[config.mk]
export PLATFORM = sky130hd
export DESIGN_NAME = uart_tx
export DESIGN_NICKNAME = d
export VERILOG_FILES = /design/src/rtl/uart_tx_pkg.sv /design/src/rtl/uart_tx_fifo.sv /design/src/rtl/uart_tx.sv
export SDC_FILE = /design/constraint.sdc
export NUM_CORES = 1
export LEC_CHECK = 0
export ABC_AREA = 1
export BUFFER_PORTS_ARGS = -buffer_cell sky130_fd_sc_hd__buf_2
export CAP_MARGIN = 20
export CORE_ASPECT_RATIO = 1.4
export CORE_MARGIN = 3
export CORE_UTILIZATION = 47
export DETAILED_ROUTE_END_ITERATION = 6
export PLACE_DENSITY_LB_ADDON = 0.05
export SLEW_MARGIN = 40
export SYNTH_ARGS = -nofsm -noshare
export SYNTH_HDL_FRONTEND = slang
export SYNTH_SLANG_ARGS = --single-unit
[constraint.sdc]
create_clock -name clk -period 3.4 [get_ports clk]
set_clock_uncertainty 0.1 [all_clocks]
set_input_delay 0.34 -clock clk [delete_from_list [all_inputs] [get_ports clk]]
set_output_delay 0.34 -clock clk [all_outputs]
set_load 0.01 [all_outputs]
[src/rtl/uart_tx_pkg.sv]
// -----------------------------------------------------------------------------
// uart_tx_pkg
// Shared definitions for the UART transmit path: FSM state encoding, default
// parameter values, the memory-mapped UART register addresses decoded by mem,
// and a small width helper for counters.
// -----------------------------------------------------------------------------
package uart_tx_pkg;

    // Transmit FSM states; encodings are fixed because other tooling decodes them.
    typedef enum logic [1:0] {
        TX_IDLE  = 2'd0,
        TX_START = 2'd1,
        TX_DATA  = 2'd2,
        TX_STOP  = 2'd3
    } tx_state_e;

    localparam int DEFAULT_CLKS_PER_BIT = 434;   // 50 MHz / 115200 baud
    localparam int DEFAULT_FIFO_DEPTH   = 16;
    localparam int DATA_BITS            = 8;

    // Memory-mapped register addresses shared with mem.
    localparam logic [31:0] UART_TX_REG = 32'hF000;
    localparam logic [31:0] UART_RX_REG = 32'hF004;

    // Counter width able to hold 0..n-1, never narrower than one bit.
    function automatic int cnt_width(input int n);
        return (n <= 2) ? 1 : $clog2(n);
    endfunction

endpackage

[src/rtl/uart_tx_fifo.sv]
// -----------------------------------------------------------------------------
// uart_tx_fifo
// Synchronous first-word-fall-through byte FIFO. dout shows the head entry
// whenever empty=0. A push is taken when the FIFO is not full, or when a pop
// happens in the same cycle (the freed slot is reused); pushes that do not fit
// are ignored here and flagged by the parent.
// Ports:
//   clk, rst     clock, asynchronous active-high reset
//   push, din    write strobe and byte
//   pop          remove head entry (ignored when empty)
//   dout         head entry, valid while empty=0
//   count        number of stored bytes (0..DEPTH)
//   full, empty  status flags
// -----------------------------------------------------------------------------
module uart_tx_fifo #(
    parameter int  DEPTH = 16,
    localparam int AW    = $clog2(DEPTH)
) (
    input  logic          clk,
    input  logic          rst,
    input  logic          push,
    input  logic          pop,
    input  logic [7:0]    din,
    output logic [7:0]    dout,
    output logic [AW:0]   count,
    output logic          full,
    output logic          empty
);

    localparam logic [AW:0] DEPTH_CNT = (AW + 1)'(DEPTH);

    logic [7:0]    mem [DEPTH];
    logic [AW-1:0] wr_ptr;
    logic [AW-1:0] rd_ptr;
    logic          do_pop;
    logic          do_push;

    assign empty   = (count == '0);
    assign full    = (count == DEPTH_CNT);
    assign do_pop  = pop & ~empty;
    assign do_push = push & (~full | do_pop);
    assign dout    = mem[rd_ptr];

    // Pointers wrap naturally because DEPTH is a power of two.
    // NOTE: sequential state uses non-blocking assignments so every register
    // samples the pre-edge values of the others.
    always_ff @(posedge clk or posedge rst) begin
        if (rst) begin
            wr_ptr <= '0;
            rd_ptr <= '0;
            count  <= '0;
        end else begin
            if (do_push) wr_ptr <= wr_ptr + 1'b1;
            if (do_pop)  rd_ptr <= rd_ptr + 1'b1;
            case ({do_push, do_pop})
                2'b10:   count <= count + 1'b1;
                2'b01:   count <= count - 1'b1;
                default: count <= count;
            endcase
        end
    end

    // NOTE: storage is deliberately not reset; an entry is only ever read after
    // it has been written, so reset would add fan-out for no behavioural gain.
    always_ff @(posedge clk) begin
        if (do_push) mem[wr_ptr] <= din;
    end

endmodule

[src/rtl/uart_tx.sv]
// -----------------------------------------------------------------------------
// uart_tx
// Consumer side of the memory-mapped UART TX register. Bytes written by the
// CPU (one-cycle tx_wen pulse with tx_data) are queued in a FIFO and sent 8N1,
// LSB first, on the tx pin. Consecutive queued bytes go out back-to-back.
// Ports:
//   clk       system clock
//   rst       asynchronous active-high reset
//   tx_data   byte to send, sampled when tx_wen=1
//   tx_wen    push strobe, one cycle per byte
//   tx        registered serial line, idle high
//   full      FIFO holds FIFO_DEPTH bytes
//   busy      frame in progress or FIFO non-empty
//   overflow  sticky: a push was dropped; cleared only by rst
// -----------------------------------------------------------------------------
module uart_tx
    import uart_tx_pkg::*;
#(
    parameter int CLKS_PER_BIT = DEFAULT_CLKS_PER_BIT,
    parameter int FIFO_DEPTH   = DEFAULT_FIFO_DEPTH
) (
    input  logic       clk,
    input  logic       rst,
    input  logic [7:0] tx_data,
    input  logic       tx_wen,
    output logic       tx,
    output logic       full,
    output logic       busy,
    output logic       overflow
);

    localparam int AW = $clog2(FIFO_DEPTH);
    localparam int BW = cnt_width(CLKS_PER_BIT);
    localparam logic [BW-1:0] BAUD_LAST = BW'(CLKS_PER_BIT - 1);
    localparam logic [AW:0]   DEPTH_CNT = (AW + 1)'(FIFO_DEPTH);
    localparam logic [2:0]    LAST_BIT  = 3'(DATA_BITS - 1);

    tx_state_e     state,    state_nxt;
    logic [BW-1:0] baud_cnt, baud_nxt;
    logic [2:0]    bit_idx,  bit_nxt;
    logic [7:0]    shift,    shift_nxt;
    logic          tx_nxt;
    logic          pop;
    logic          push_ok;
    logic          baud_last;

    logic [7:0]    fifo_dout;
    logic [AW:0]   fifo_count;
    logic          fifo_full;
    logic          fifo_empty;

    // A push fits if there is room, or if the FSM frees the head slot this cycle.
    assign push_ok   = tx_wen & ((fifo_count < DEPTH_CNT) | pop);
    assign baud_last = (baud_cnt == BAUD_LAST);
    assign full      = fifo_full;
    assign busy      = (state != TX_IDLE) | ~fifo_empty;

    uart_tx_fifo #(
        .DEPTH (FIFO_DEPTH)
    ) u_fifo (
        .clk   (clk),
        .rst   (rst),
        .push  (push_ok),
        .pop   (pop),
        .din   (tx_data),
        .dout  (fifo_dout),
        .count (fifo_count),
        .full  (fifo_full),
        .empty (fifo_empty)
    );

    always_ff @(posedge clk or posedge rst) begin
        if (rst) begin
            state    <= TX_IDLE;
            baud_cnt <= '0;
            bit_idx  <= '0;
            shift    <= '0;
            tx       <= 1'b1;
            overflow <= 1'b0;
        end else begin
            state    <= state_nxt;
            baud_cnt <= baud_nxt;
            bit_idx  <= bit_nxt;
            shift    <= shift_nxt;
            tx       <= tx_nxt;
            if (tx_wen && !push_ok) overflow <= 1'b1;
        end
    end

    // tx_nxt is the line level of the current state; registering it delays the
    // line by one cycle relative to the state, keeping every bit exactly
    // CLKS_PER_BIT cycles long and the pin glitch-free.
    // NOTE: every output of this block gets a default first so no path can
    // leave a signal unassigned and infer a latch.
    always_comb begin
        state_nxt = state;
        baud_nxt  = baud_cnt;
        bit_nxt   = bit_idx;
        shift_nxt = shift;
        tx_nxt    = 1'b1;
        pop       = 1'b0;

        case (state)
            TX_IDLE: begin
                baud_nxt = '0;
                if (!fifo_empty) begin
                    pop       = 1'b1;
                    shift_nxt = fifo_dout;
                    state_nxt = TX_START;
                end
            end
            TX_START: begin
                tx_nxt = 1'b0;
                if (baud_last) begin
                    baud_nxt  = '0;
                    bit_nxt   = '0;
                    state_nxt = TX_DATA;
                end else begin
                    baud_nxt = baud_cnt + 1'b1;
                end
            end
            TX_DATA: begin
                tx_nxt = shift[0];
                if (baud_last) begin
                    baud_nxt  = '0;
                    shift_nxt = {1'b0, shift[7:1]};
                    if (bit_idx == LAST_BIT) begin
                        state_nxt = TX_STOP;
                    end else begin
                        bit_nxt = bit_idx + 3'd1;
                    end
                end else begin
                    baud_nxt = baud_cnt + 1'b1;
                end
            end
            TX_STOP: begin
                if (baud_last) begin
                    baud_nxt = '0;
                    // Chain straight into the next frame when data is waiting.
                    if (!fifo_empty) begin
                        pop       = 1'b1;
                        shift_nxt = fifo_dout;
                        state_nxt = TX_START;
                    end else begin
                        state_nxt = TX_IDLE;
                    end
                end else begin
                    baud_nxt = baud_cnt + 1'b1;
                end
            end
            default: begin
                state_nxt = TX_IDLE;
            end
        endcase
    end

endmodule

* Word level (Yosys, flattened, before mapping) *
Memory sizes are Yosys's and may differ from the RTL's.
Index checks and enable logic that the tools add are counted.

operators by class
  $add $sub $neg = 6
  bitwise logic cells = 8
  mux-type cells = 24
  reductions and logical operators = 12
  order comparisons = 1
  equal/unequal tests = 14

operators by type and width
  operator             count
  $mux 8               3
  $pmux 8 s3           1
  $pmux 9 s2           1
  $ne 2x2->1 const B   6
  $mux 2               5
  $pmux 5 s2           1
  $add 9x1->9 const B  1
  $eq 9x9->1 const B   1
  $mux 3               3
  $mux 9               1
  $add 4x1->4 const B  2
  $pmux 2 s4           1
  $eq 2x2->1 const B   3
  $pmux 3 s2           1
  $reduce_bool 2->1    3
  $add 5x1->5 const B  1
  $eq 5x5->1 const B   1
  $logic_not 5->1      1
  $lt 5x5->1 const B   1
  $mux 1               5
  $reduce_and 5->1     1
  $sub 5x1->5 const B  1
  $eq 2x1->1 const B   2
  $pmux 1 s2           2
  12 further kinds     17

word-level totals
  bits in registers = 37
  memories = 1
  output and inout port bits = 4
  bits in writable memories = 128

memories
  name        depth  width  read ports  clocked after memory_dff  wr ports  line                source
  u_fifo.mem  16     8      1           0                         1         uart_tx_fifo.sv:32  logic [7:0] mem [DEPTH];

* Longest topological paths before layout *
  depth in word-level cells = 9
  mapped depth = 17

* Cells and area by module *
A second synthesis with hierarchy kept.

second synthesis, totals
  cells, all modules = 680
  area total of the unflattened synthesis = 7457.2 um^2

by module, submodules not included
  module        seq. area each (um^2)  cells each  instances  area an instance (um^2)
  uart_tx_fifo  4169.0                 510         1          6083.3
  uart_tx       601.8                  170         1          1373.8

* Worst setup path before layout *
No wires, ideal clock.

  kind = flip-flop to flip-flop
  start = register state[0]
  end = memory u_fifo.mem[10][0], enable pin
  period minus slack after synthesis = 2.380 ns
  slack = 1.020 ns
  cell stages (with the launch flop) = 10
  setup time = 0.370 ns
  data required time = 2.930 ns
  data arrival time = 1.910 ns
  path through = dfrtp_1 inv_1 ha_1 nor2_1 nand2_1 inv_4 nand2_8 a21oi_4 nand2_4 nor2_1

on the way
  word-level cells in the longest chain between the ends = 7

ends and longest elaborated chain
  item                                                  line                               source
  from (decl)                                           uart_tx.sv:38                      tx_state_e state, state_nxt;
  from (signal assigned)                                uart_tx.sv:81                      state <= state_nxt;
  $eq 2x2->1 / $logic_not 2->1 (equally long branches)  uart_tx.sv:103                     case (state)
  $pmux 1 s2 (*)                                        uart_tx.sv:103
  $or 1x1->1 / $and 1x1->1 (equally long branches)      uart_tx.sv:53, uart_tx_fifo.sv:40
  $and 1x1->1 / $or 1x1->1 (equally long branches)      uart_tx.sv:53, uart_tx_fifo.sv:41
  $and 1x1->1 (*)                                       uart_tx_fifo.sv:41                 assign do_push = push & (~full | do_pop);
  $mux 1 (*)                                            uart_tx_fifo.sv:66                 if (do_push) mem[wr_ptr] <= din;
  $mux 1 (not written as such) (*)                      uart_tx_fifo.sv:66
  to (decl)                                             uart_tx_fifo.sv:32

Every way passes the cells marked *; elsewhere a longest branch is shown, timed or not.

* Final worst setup path *
  start = register state[0]
  end = memory u_fifo.mem[1][4], enable pin

The elaborated chain is that of the path after synthesis.

==> flow_summary.ini <==
[run_status]
outcome = finished, final reports clean

[logic_synthesis]
ys_ff_latch = 165
yosysSeqAreaShare_pct = 65.4
ys.flop_type = edfxtp_1
synth_top_family_by_area = simple AND/OR/NAND/NOR gates
synthSimpleGateAreaFrac_pct = 21.0
synth_mux_area_share_pct = 0
synth.cell_area_sq_um = 7290
synthCells = 687
yosysWarnings = 0
synth.distinct_cells = 37
avgSynthCellArea_sq_um = 10.6
synth-adder-area-share_pct = 3.36
synth_edf_count = 128
postSynthNetCount = 717
async_flop_share_pct = 22.4
synth_compound_area_share_pct = 5.51
synth_xor_area_share_pct = 1.20

[route]
vias_per_cell = 5.34
drtAntennaViolNets = 0
post_drt_wl_per_cell_um = 18.8
drtIter0Drc = 328
drt-pass1-iter-count = 4
m1WireLength_um = 7040
topRoutingLayerUsed = met4
drc_errors = 0
wl_met3_um = 739
vias = 4853
routed_wl_um = 17000
wl_met2_um = 8790

[final_layout]
nets = 733
utilization_pct = 53.8
syn2layout_area_growth_pct = 11.7
layoutNonFillerInstCount = 908
multiInputGateArea_sq_um = 2270
fillers = 1357
insertedDiodeCount = 0
drive_gt1_share_pct = 10.6
seq_area_sq_um = 4770
post-route-cell-area_sq_um = 8140

[timing]
hold_viol_final = 0
min_period_ps = 2820
timing.hold.ws_ps = 173
max_clock_freq_mhz = 354
maxSlewHeadroom_pct = 54.0
rsz0062_at_grt = false
tightestPinTransition_ps = 687
finalSetupViolations = 0
tns_ps = 0
maxSlewViolCount = 0
finalCritPeriodShare_pct = 83.0

[clocking]
cts.sinks = 165
h-tree-depth = 4
cts_made_buffers = 17
root_buffer = clkbuf_16
cts_tree = done
post-cts-setup-buffer-count = 0
clock_latency_ps = 430
clockBufferDepth = 2
clkTransAtPathRegs_ps = 70

[grt]
antenna_found_initial = 0
grt_pass1_vias = 4926
grt_first_pass_wirelength_um = 26700
grtUsageTotal_pct = 20.6
overflow = 0
grt_max_degree = 47

[placement]
post-dp-hpwl_um = 11400
dpl_cell_area_sq_um = 7550
gp_congestion = 0.831
placedCellCount = 875
io_buffers = 14

[power]
p_sw_mw = 2.74
pwr-share-comb_pct = 33.6
clockPowerShare_pct = 27.2
leakage_nw = 3.30
ir_worst_vdd_mv = 0.495
pwr-share-seq_pct = 39.2
swShare_pct = 39.8
intPower_mw = 4.15
p_per_area_nw_per_um2 = 846

[critical_path]
crit_arrival_ps = 2790
crit_type = reg2reg
end_kind = register
critPathMaxFanout = 8
cp.required_ps = 3360
worst_r2r_path_depth = 10
startpoint_type = register

[floorplanning]
fp.dieW_um = 111
die_h_um = 153
row_count = 53
core-area_sq_um = 15100
initial_core_util_pct = 48.2
die_area_sq_um = 17100
io_pins = 15

[min_path]
min_path_type = in2reg
hold_depth = 4

[job]
cap_violations = 0
[synthesized netlist by cell type (all sizes together), types with 11 or more instances]
cell type | count | area [sq um]
dfrtp | 36 | 901
nand3 | 58 | 295
a21oi | 25 | 136
nand2 | 184 | 768
nor2 | 106 | 415
o21ai | 35 | 175
inv | 39 | 149
buf | 12 | 56.3
edfxtp | 128 | 3840
clkbuf | 11 | 41.3
ha | 18 | 225
[critical path: stages, from the launching register on]
cell,delay [ps]
dfrtp_1,450
inv_1,150
ha_1,270
nor2_1,70
nor2_1,100
nand2_1,100
inv_4,90
nand2_8,70
a21oi_4,370
nand2_4,150
nor2_1,540
[flip-flops by register name (all words and copies together), names as in the netlist, 2 cells and up]
name,flops
u_fifo.rd_ptr,4
bit_idx,3
u_fifo.count,5
baud_cnt,9
shift,8
u_fifo.mem,128
state,2
u_fifo.wr_ptr,4
[stage by stage]
stage / power, mW / setup WS (ps)
3_5_place_dp: 5.08 / 585
3_3_place_gp: 5.03 / 683
5_1_grt: 7.36 / 359
4_1_cts: 6.95 / 553
6_report: 6.89 / 576
2_1_floorplan: 4.38 / 1020
[worst paths after layout]
check	end	slack (ps)	from
max	u_fifo.mem[1][4]$_DFFE_PP_	580	state[0]$_DFFE_PP0P_
min	u_fifo.count[4]$_DFFE_PP0P_	170	tx_wen
max reg2reg	u_fifo.mem[1][4]$_DFFE_PP_	580	state[0]$_DFFE_PP0P_
min reg2reg	overflow$_DFFE_PP0P_	380	overflow$_DFFE_PP0P_
max in group asynchronous	tx$_DFF_PP1_	1940	rst
min in group asynchronous	u_fifo.rd_ptr[0]$_DFFE_PP0P_	450	rst
[timing repair]
item,in CTS,in global routing
resized for setup,0,0
hold endpoints to repair,15,0
hold buffers,1,0
[power by group through the flow]
stage / logic [mW] / clock network [mW] / registers, mW
2_1_floorplan: 1.77 / 0 / 2.61
3_3_place_gp: 2.30 / 0 / 2.73
3_5_place_dp: 2.34 / 0 / 2.73
4_1_cts: 2.35 / 1.90 / 2.70
5_1_grt: 2.64 / 1.99 / 2.73
6_report: 2.32 / 1.87 / 2.70
[cell type report]
| cell class | count | area share [%] |
|---|---|---|
| Sequential cell | 165 | 58.6 |
| Inverter | 41 | 1.92 |
| Clock inverter | 15 | 1.97 |
| Timing Repair Buffer | 20 | 1.44 |
| Clock buffer | 17 | 5.23 |
| Multi-Input combinational cell | 458 | 27.9 |
| Tap cell | 192 | 2.95 |
[cells by family (layout without fill, tap and decap cells)]
logic type      Yosys count  in the layout
compound gates           72             72
xor+xnor                 10             10
fa+ha+maj                19             19
buf+inv                  64             93
flops                   165            165
simple gates            357            357
[cell usage in the layout (no fill, tap or decap), types with 4 or more instances in the layout]
master,synthesis,final
a21oi_1,24,24
buf_2,9,14
buf_4,0,5
clkbuf_16,0,17
dfrtp_1,36,35
edfxtp_1,128,128
ha_1,18,18
inv_1,33,33
inv_2,5,5
inv_6,0,4
inv_8,0,4
nand2_1,174,174
nand2_4,5,5
nand3_1,57,57
nor2_1,103,102
nor3_1,4,4
o211ai_1,8,8
o21ai_0,33,33
xor2_1,8,8
[layer usage]
metal,track usage [%],vias up
met5,0,-
met4,8.23,0
met3,3.88,36
met2,35.8,114
met1,25.4,2353
li1,-,2350
(Power assumes the default switching activity.)
